$ cat src/rtl/traffic_fsm_single_ctrl_pkg.sv
// Shared encodings and widths for the single-direction traffic-light controller.
// The state encoding is the LED encoding, so led can be driven straight from the state register.
package traffic_pkg;

  localparam int TIMER_W = 6;

  localparam logic [1:0] LED_RED    = 2'b00;
  localparam logic [1:0] LED_GREEN  = 2'b01;
  localparam logic [1:0] LED_YELLOW = 2'b10;

  typedef enum logic [1:0] {
    ST_RED    = LED_RED,
    ST_GREEN  = LED_GREEN,
    ST_YELLOW = LED_YELLOW
  } state_t;

  function automatic state_t next_phase(state_t cur);
    case (cur)
      ST_RED:   return ST_GREEN;
      ST_GREEN: return ST_YELLOW;
      default:  return ST_RED;
    endcase
  endfunction

  function automatic bit duration_ok(int t);
    return (t >= 1) && (t <= 63);
  endfunction

endpackage

$ cat src/rtl/traffic_fsm_single_ctrl_if.sv
// Display-side bundle: the current light and the countdown of the current phase.
interface traffic_fsm_single_ctrl_if;
  import traffic_pkg::*;

  logic [1:0]         led;
  logic [TIMER_W-1:0] timer_value;

  modport master (output led, output timer_value);
  modport slave  (input  led, input  timer_value);
endinterface

$ cat src/rtl/traffic_fsm_single_ctrl_tick_gen.sv
// Prescaler: one-cycle tick every CLK_DIV clocks. With CLK_DIV = 1 the tick is held high.
module tick_gen #(
  parameter int CLK_DIV = 1
) (
  input  logic clk,
  input  logic rst,
  output logic tick_o
);

  localparam int DIV_W = (CLK_DIV > 1) ? $clog2(CLK_DIV) : 1;
  localparam logic [DIV_W-1:0] LAST = DIV_W'(CLK_DIV - 1);

  logic [DIV_W-1:0] div_cnt_q;

  assign tick_o = (div_cnt_q == LAST);

  always_ff @(posedge clk) begin
    if (rst) begin
      div_cnt_q <= '0;
    end else if (tick_o) begin
      div_cnt_q <= '0;
    end else begin
      div_cnt_q <= div_cnt_q + 1'b1;
    end
  end

endmodule

$ cat src/rtl/traffic_fsm_single_ctrl.sv
// Traffic-light sequencer RED -> GREEN -> YELLOW -> RED with a per-phase countdown.
// The countdown shows DURATION..1 and the phase advances on the tick that finds it at 1.
module traffic_fsm_single_ctrl
  import traffic_pkg::*;
#(
  parameter int RED_TIME    = 30,
  parameter int GREEN_TIME  = 25,
  parameter int YELLOW_TIME = 5,
  parameter int CLK_DIV     = 1
) (
  input  logic                       clk,
  input  logic                       rst,
  traffic_fsm_single_ctrl_if.master  disp
);

  if (!duration_ok(RED_TIME)) begin : g_bad_red
    $error("RED_TIME out of range 1..63");
  end
  if (!duration_ok(GREEN_TIME)) begin : g_bad_green
    $error("GREEN_TIME out of range 1..63");
  end
  if (!duration_ok(YELLOW_TIME)) begin : g_bad_yellow
    $error("YELLOW_TIME out of range 1..63");
  end
  if (CLK_DIV < 1) begin : g_bad_div
    $error("CLK_DIV must be at least 1");
  end

  localparam logic [TIMER_W-1:0] RED_T    = TIMER_W'(RED_TIME);
  localparam logic [TIMER_W-1:0] GREEN_T  = TIMER_W'(GREEN_TIME);
  localparam logic [TIMER_W-1:0] YELLOW_T = TIMER_W'(YELLOW_TIME);

  function automatic logic [TIMER_W-1:0] phase_len(state_t s);
    case (s)
      ST_GREEN:  return GREEN_T;
      ST_YELLOW: return YELLOW_T;
      default:   return RED_T;
    endcase
  endfunction

  state_t             state_q;
  logic [TIMER_W-1:0] timer_q;
  logic               tick;

  tick_gen #(.CLK_DIV(CLK_DIV)) u_tick_gen (
    .clk    (clk),
    .rst    (rst),
    .tick_o (tick)
  );

  always_ff @(posedge clk) begin
    if (rst) begin
      state_q <= ST_RED;
      timer_q <= RED_T;
    end else begin
      case (state_q)
        ST_RED, ST_GREEN, ST_YELLOW: begin
          if (tick) begin
            if (timer_q > TIMER_W'(1)) begin
              timer_q <= timer_q - 1'b1;
            end else begin
              state_q <= next_phase(state_q);
              timer_q <= phase_len(next_phase(state_q));
            end
          end
        end
        // Corrupted encoding recovers immediately, without waiting for a tick.
        default: begin
          state_q <= ST_RED;
          timer_q <= RED_T;
        end
      endcase
    end
  end

  assign disp.led         = state_q;
  assign disp.timer_value = timer_q;

endmodule

$ cat src/flat_wrapper.sv
// flat-port wrapper written by rule: the top's interface ports become plain ports
module traffic_fsm_single_ctrl_flat import traffic_pkg::*;
#(
  parameter int RED_TIME    = 30,
  parameter int GREEN_TIME  = 25,
  parameter int YELLOW_TIME = 5,
  parameter int CLK_DIV     = 1
)
  (clk, rst, disp_led, disp_timer_value);
  traffic_fsm_single_ctrl_if disp_i ();
  input  logic clk;
  input  logic rst;
  output wire logic [$bits(disp_i.led)-1:0] disp_led;
  output wire logic [$bits(disp_i.timer_value)-1:0] disp_timer_value;
  assign disp_led = disp_i.led;
  assign disp_timer_value = disp_i.timer_value;
  traffic_fsm_single_ctrl #(.RED_TIME(RED_TIME), .GREEN_TIME(GREEN_TIME), .YELLOW_TIME(YELLOW_TIME), .CLK_DIV(CLK_DIV)) u_core (.clk(clk), .rst(rst), .disp(disp_i));
endmodule
$ cat config.mk
export PLATFORM = sky130hd
export DESIGN_NAME = traffic_fsm_single_ctrl_flat
export DESIGN_NICKNAME = d
export VERILOG_FILES = /design/src/rtl/traffic_fsm_single_ctrl_pkg.sv /design/src/rtl/traffic_fsm_single_ctrl_if.sv /design/src/rtl/traffic_fsm_single_ctrl_tick_gen.sv /design/src/rtl/traffic_fsm_single_ctrl.sv /design/src/flat_wrapper.sv
export SDC_FILE = /design/constraint.sdc
export NUM_CORES = 1
export LEC_CHECK = 0
export ABC_AREA = 1
export BUFFER_PORTS_ARGS = -buffer_cell sky130_fd_sc_hd__buf_2
export CORE_AREA = 5 5 42 44
export CTS_BUF_LIST = sky130_fd_sc_hd__clkbuf_8
export DETAILED_ROUTE_END_ITERATION = 6
export DIE_AREA = 0 0 47 49
export PLACE_DENSITY = 0.61
export RECOVER_POWER = 25
export SLEW_MARGIN = 25
export SYNTH_ARGS = -nofsm -noshare
export SYNTH_HDL_FRONTEND = slang
export SYNTH_SLANG_ARGS = --single-unit
$ cat constraint.sdc
create_clock -name clk -period 1.6 [get_ports clk]
set_input_delay 0.32 -clock clk [delete_from_list [all_inputs] [get_ports clk]]
set_output_delay 0.32 -clock clk [all_outputs]
set_load 0.01 [all_outputs]
==> summary.md, run 1 <==
| Metric | Value |
|---|---|
| Gr busiest metal | met2 |
| Avg Inst Size Synth | 7.03 µm² |
| Gate Count Post-Synth | 73 |
| H-tree Lvls | 1 |
| TritonCTS clock tree | built |
| Initial Util | 36.6% |
| Layout cells sized above 1 | 17.4% |
| Worst EP arrival | 1440 ps |
| Hold Crit Class | input port to register |
| Synth area leader | dfxtp_1 |
| Fin. max-slew vios | 0 |
| Fillers | 155 |
| Crit Path Class | register to register |
| Synth unique cells | 18 |
| Commonest non-fill, non-tap cell in the layout | nand2_1 |
| Commonest non-fill, non-tap cells in the layout | 21 x nand2_1, 9 x inv_1, 9 x dfxtp_1, 7 x nor2_1, 6 x nand3_1 |
| Cell Area, Placed | 578 µm² |
| Number of remaining DRC errors | 0 |
| Longest Clk Path Bufs | 2 |
| Register area share after synthesis | 35.1% |
| Port bufs | 9 |
| Yosys reg bits | 9 |
| Top cell type's share of synthesized area | 35.1% |
| # setup viols final | 0 |
| Crit-path max FO | 4 |
| Congestion Overflow GR | 0 |
| Root Buffer | clkbuf_8 |
| Reg2reg end | u_core.disp.timer_value[2] |
| Wirelength per Cell | 9.52 µm |
| Register area | 180 µm² |
| Area of the multi-input gates | 299 µm² |
| Cts hold-fix bufs | 0 |
| Pwr/cell area | 959 nW/µm² |
| Crit path capture | u_core.disp.timer_value[2] |
| Vias/cell | 4.59 |
| Leak pwr | 0.000291 µW |
| Cell area after synthesis | 513 µm² |
| Global placer's final weighted congestion | 0.817 |
| DRT antenna net count | 0 |
| Pin count of the biggest net entering global routing | 8 |
| TNS Setup | 0 ps |
| Post-CTS sizing | 0 |
| R2r startpoint | u_core.disp.timer_value[0] |
| Ant diodes | 0 |
| DRT iter0 DRCs | 5 |
| Final Cycle Share | 82.0% |
| Max_cap viols | 0 |
| Clock period minus final worst setup slack | 1310 ps |
| Final Hold Fails | 0 |
| GRT Util Overall | 9.88% |
| Slowest cell on crit path | dfxtp_1 |
| Worst setup EP type | register |
| Post-CTS Setup Repair Bufs | 0 |
| CP Launch Type | register |
| Core area | 1400 µm² |
| Most used cell along the critical path | nand2_1 |
| Status | completed |
| Critical path's top delay family | simple AND/OR/NAND/NOR gates |
| Unrepaired setup endpoints after global routing | false |
| Final clock skew | 0.924 ps |
| Fmax | 0.762 GHz |
| IO Count | 10 |
| Met2 Use GR | 14.9% |
| Worst-path cell chain | inv_1, ha_1, inv_1, nand2_2, nand4_1, nand2_1, nand2_1, nand2_1 |
| Fin nets | 91 |
| R2r worst-path depth | 8 |
| Initial antenna violation count | 0 |
| Final hold slack | 367 ps |
| Max VDD drop | 0.488 mV |
| Vias post-DR | 468 |
| Worst-path clk slew | 40 ps |
| DRT Pass-1 Iters | 4 |
| CTS Buf Count | 3 |
| Routing usage on met1 | 11.7% |
| Synth-to-layout area growth | 20.5% |
| CP Depth | 8 |
| Reg2Reg Setup Slack | 290 ps |
| Global-route wire length before repair | 1.68 mm |
| Die H | 49 µm |
| Syn nets | 77 |
| Area contributors post-synth | dfxtp_1 35%, nand2_1 15%, nand3_1 5.9%, inv_1 5.9%, nor2_1 5.1% |
| # clock sinks | 9 |
| Die W | 47 µm |
| Worst Setup SP | u_core.disp.timer_value[0] |
| Total power | 593 µW |
| Std cell rows | 14 |
| Worst Path Required | 1730 ps |
| Yosys Warn Count | 0 |
| Crit path buffers/inverters | 2 |
| Vias in the first global route | 434 |
| CP max stage delay | 370 ps |
| Final Routed Wirelength | 971 µm |
| Detail Placement HPWL | 773 µm |
| Clock Latency Late Sink | 230 ps |
| Final instance area | 618 µm² |
| GR met3 Demand/Resource | 3.32% |
| Die area | 2300 µm² |
==> synthesized netlist by cell type, drive strengths merged <==
| cell | count |
|---|---|
| xor2 | 1 |
| xnor2 | 1 |
| inv | 9 |
| conb | 1 |
| or2 | 2 |
| nand3 | 7 |
| nor2 | 10 |
| nand4 | 3 |
| ha | 2 |
| nand2 | 22 |
| dfxtp | 9 |
| a21oi | 6 |
==> metal layers <==
metal / part of all wire, % / up-vias
met1: 47 / 199
met2: 46 / 9
met4: 2.4 / 0
li1: - / 256
met3: 4.7 / 4
met5: 0 / -
==> power by group <==
group          internal [µW]  switching (µW)  total (µW)
sequential               239            19.7         258
combinational           30.7            47.7        78.4
clock                    167            88.7         256
==> cell families (layout without fill, tap and decap cells) <==
kind of cell	Yosys count	in the layout	share of synthesized area, %
flops	9	9	35.1
other cells	1	1	0.731
compound gates	6	6	6.58
buf+inv	9	22	6.58
xor+xnor	2	2	3.42
fa+ha+maj	2	2	4.88
simple gates	44	44	42.7
==> how the worst min path moves through the flow <==
stage	start	endpoint	slack, ps	depth (start not counted)
after floorplan	rst	u_core.disp.led[1]	490	3
after global placement	u_core.disp.timer_value[1]	u_core.disp.timer_value[1]	510	2
after detailed placement	u_core.disp.led[1]	u_core.disp.led[1]	520	2
after CTS	rst	u_core.disp.led[1]	370	4
after global routing	rst	u_core.disp.led[1]	390	4
final	rst	u_core.disp.led[1]	370	4
==> worst reg2reg max path, cell delays in order (launching register included) <==
cell and delay [ps]:
dfxtp_1 370, inv_1 90, ha_1 250, inv_1 80, nand2_2 80, nand4_1 100
nand2_1 110, nand2_1 80, nand2_1 40
==> area by class of cell <==
| class | count | area share, % |
|---|---|---|
| Tap cell | 16 | 3.24 |
| Clock buffer | 3 | 6.68 |
| Clock inverter | 1 | 0.607 |
| Sequential cell | 9 | 29.1 |
| Timing Repair Buffer | 9 | 6.48 |
| Multi-Input combinational cell | 55 | 48.4 |
| Inverter | 9 | 5.47 |
==> through the flow <==
step	setup WS, ps	std cells	util (%)
4_1_cts	278	102	44.5
5_1_grt	162	102	44.1
3_5_place_dp	294	98	41.3
3_3_place_gp	312	98	41.3
2_1_floorplan	357	73	-
6_report	288	102	44.1
==> state kept, by name, summed over array words and instances, names as in the netlist <==
name	flops
u_core.disp.timer_value	6
u_core.disp.led	2
u_core.u_tick_gen.div_cnt_q	1
Power figures use the tool's default switching activity.
==> run 2: changes to the inputs <==
--- a/config.mk
+++ b/config.mk
@@ -11,7 +11,7 @@
 export CTS_BUF_LIST = sky130_fd_sc_hd__clkbuf_8
 export DETAILED_ROUTE_END_ITERATION = 6
 export DIE_AREA = 0 0 47 49
-export PLACE_DENSITY = 0.61
+export PLACE_DENSITY = 0.63
 export RECOVER_POWER = 25
 export SLEW_MARGIN = 25
 export SYNTH_ARGS = -nofsm -noshare
==> constraint.sdc (replaced) <==
create_clock -name clk -period 1.05 [get_ports clk]
set_input_delay 0.21 -clock clk [delete_from_list [all_inputs] [get_ports clk]]
set_output_delay 0.21 -clock clk [all_outputs]
set_load 0.01 [all_outputs]
==> summary.md, run 2 (synthesis results as in run 1) <==
| Metric | Value |
|---|---|
| Status | complete, but fails checks |
| Violated checks | negative setup slack |
| Final instance area | 777 µm² |
| Vias in the first global route | 431 |
| Max_cap viols | 0 |
| Fin worst setup slack | -70.1 ps |
| Metal3 WL | 44 µm |
| Dpl cells | 108 |
| Area of the multi-input gates | 335 µm² |
| Port bufs | 9 |
| Worst Setup SP | u_core.disp.timer_value[1] |
| Die W | 47 µm |
| Ant diodes | 0 |
| DR WL met2 | 535 µm |
| Worst-path clk slew | 50 ps |
| Fin. max-slew vios | 0 |
| Non-filler instance count after layout | 112 |
| Commonest non-fill, non-tap cell in the layout | nand2_1 |
| Unrepaired setup endpoints after global routing | true |
| Crit-path max FO | 3 |
| IO Count | 10 |
| Core area | 1400 µm² |
| Root Buffer | clkbuf_8 |
| Number of remaining DRC errors | 0 |
| Die H | 49 µm |
| Fmax | 0.893 GHz |
| Clock period minus final worst setup slack | 1120 ps |
| Pwr/cell area | 1290 nW/µm² |
| Layout cells sized above 1 | 44.8% |
| Pin count of the biggest net entering global routing | 7 |
| Std cell rows | 14 |
| Uppermost layer routed | met4 |
| Longest Clk Path Bufs | 2 |
| Fillers | 140 |
| Worst EP arrival | 1240 ps |
| Global-route wire length before repair | 1.70 mm |
| Initial Util | 36.6% |
| CP Launch Type | register |
| Crit path capture | u_core.disp.timer_value[5] |
| Reg2Reg Setup Slack | -70 ps |
| TNS Setup | -345 ps |
| GRT Util Overall | 9.96% |
| H-tree Lvls | 1 |
| Final Cycle Share | 107% |
| Worst Path Required | 1170 ps |
| Worst setup EP type | register |
| Vias/cell | 4.56 |
| DRT Pass-1 Iters | 2 |
| Congestion Overflow GR | 0 |
| Initial antenna violation count | 0 |
| Met1 WL | 495 µm |
| Detail Placement HPWL | 876 µm |
| Max reg flops | 6 |
| Hold depth | 4 |
| Setup WS pre-CTS | -120 ps |
| TritonCTS clock tree | built |
| CTS Buf Count | 3 |
| Reg2reg end | u_core.disp.timer_value[5] |
| Post-CTS Setup Repair Bufs | 0 |
| Die area | 2300 µm² |
| Final Routed Wirelength | 1.09 mm |
| Cell Area, Placed | 683 µm² |
| Synth-to-layout area growth | 51.5% |
| Final Hold Fails | 0 |
| Commonest non-fill, non-tap cells in the layout | 20 x nand2_1, 9 x buf_4, 7 x nor2_1, 6 x nand3_1, 6 x buf_2 |
| # setup viols final | 8 |
| Hold Crit Class | input port to register |
| Max VDD drop | 0.819 mV |
| DRT antenna net count | 0 |
| Clock Latency Late Sink | 230 ps |
| Final clock skew | 3.71 ps |
| Global placer's final weighted congestion | 0.758 |
| # clock sinks | 9 |
| Leak pwr | 0.000363 µW |
| Vias post-DR | 511 |
| DRT iter0 DRCs | 3 |
| Wirelength per Cell | 9.71 µm |
| Crit Path Class | register to register |
| R2r worst-path depth | 5 |
| Fin nets | 101 |
| Register area | 195 µm² |
| R2r startpoint | u_core.disp.timer_value[1] |
-- run 2: cell types whose count changed in the layout (fill, tap and decap cells not counted), sizes merged --
| cell | before | now |
|---|---|---|
| buf | 5 | 19 |
| clkbuf | 7 | 3 |
-- run 2: power breakdown --
group	total, µW	leakage [µW]	switching [µW]	internal, µW
registers	395	0.0000744	27.2	368
logic	217	0.000262	101	115
clock network	387	0.0000269	133	254
-- run 2: metrics by stage --
step / util [%] / power (µW) / hold slack [ps]
2_1_floorplan: - / 502 / 381
3_3_place_gp: 48.8 / 583 / 489
3_5_place_dp: 48.8 / 584 / 505
4_1_cts: 53.1 / 975 / 277
5_1_grt: 55.4 / 1050 / 298
6_report: 55.4 / 999 / 258
-- run 2: layer usage --
layer	vias up	track usage, %
li1	277	-
met1	225	12.4
met2	7	15.2
met3	2	2.21
met4	0	5.53
met5	-	0
-- run 2: critical path: stages (launching register included) --
cell and delay [ps]:
dfxtp_4 340, buf_4 140, nor2_1 200, nand3_1 120, xor2_1 160, nor2_1 50
-- run 2: worst min path at each step --
stage	from	end	slack, ps
6_report	rst	u_core.disp.led[1]	260
5_1_grt	rst	u_core.disp.led[1]	300
4_1_cts	rst	u_core.disp.led[1]	280
3_5_place_dp	rst	u_core.disp.led[1]	500
3_3_place_gp	rst	u_core.disp.led[1]	490
2_1_floorplan	rst	u_core.disp.led[1]	380
-- run 2: cell type report --
class / instances / area share, %
multi-input combinational: 55 / 43.2
inverter: 9 / 4.99
clock buffer: 3 / 5.31
timing repair buffer: 19 / 18.4
sequential: 9 / 25.1
tap: 16 / 2.58
clock inverter: 1 / 0.483
-- run 2: what timing repair did --
action | in CTS | in global routing
pin swaps | 4 | 0
setup endpoints to repair | 9 | 13
hold buffers | 0 | 0
resized for setup | 4 | 9
hold endpoints to repair | 0 | 0
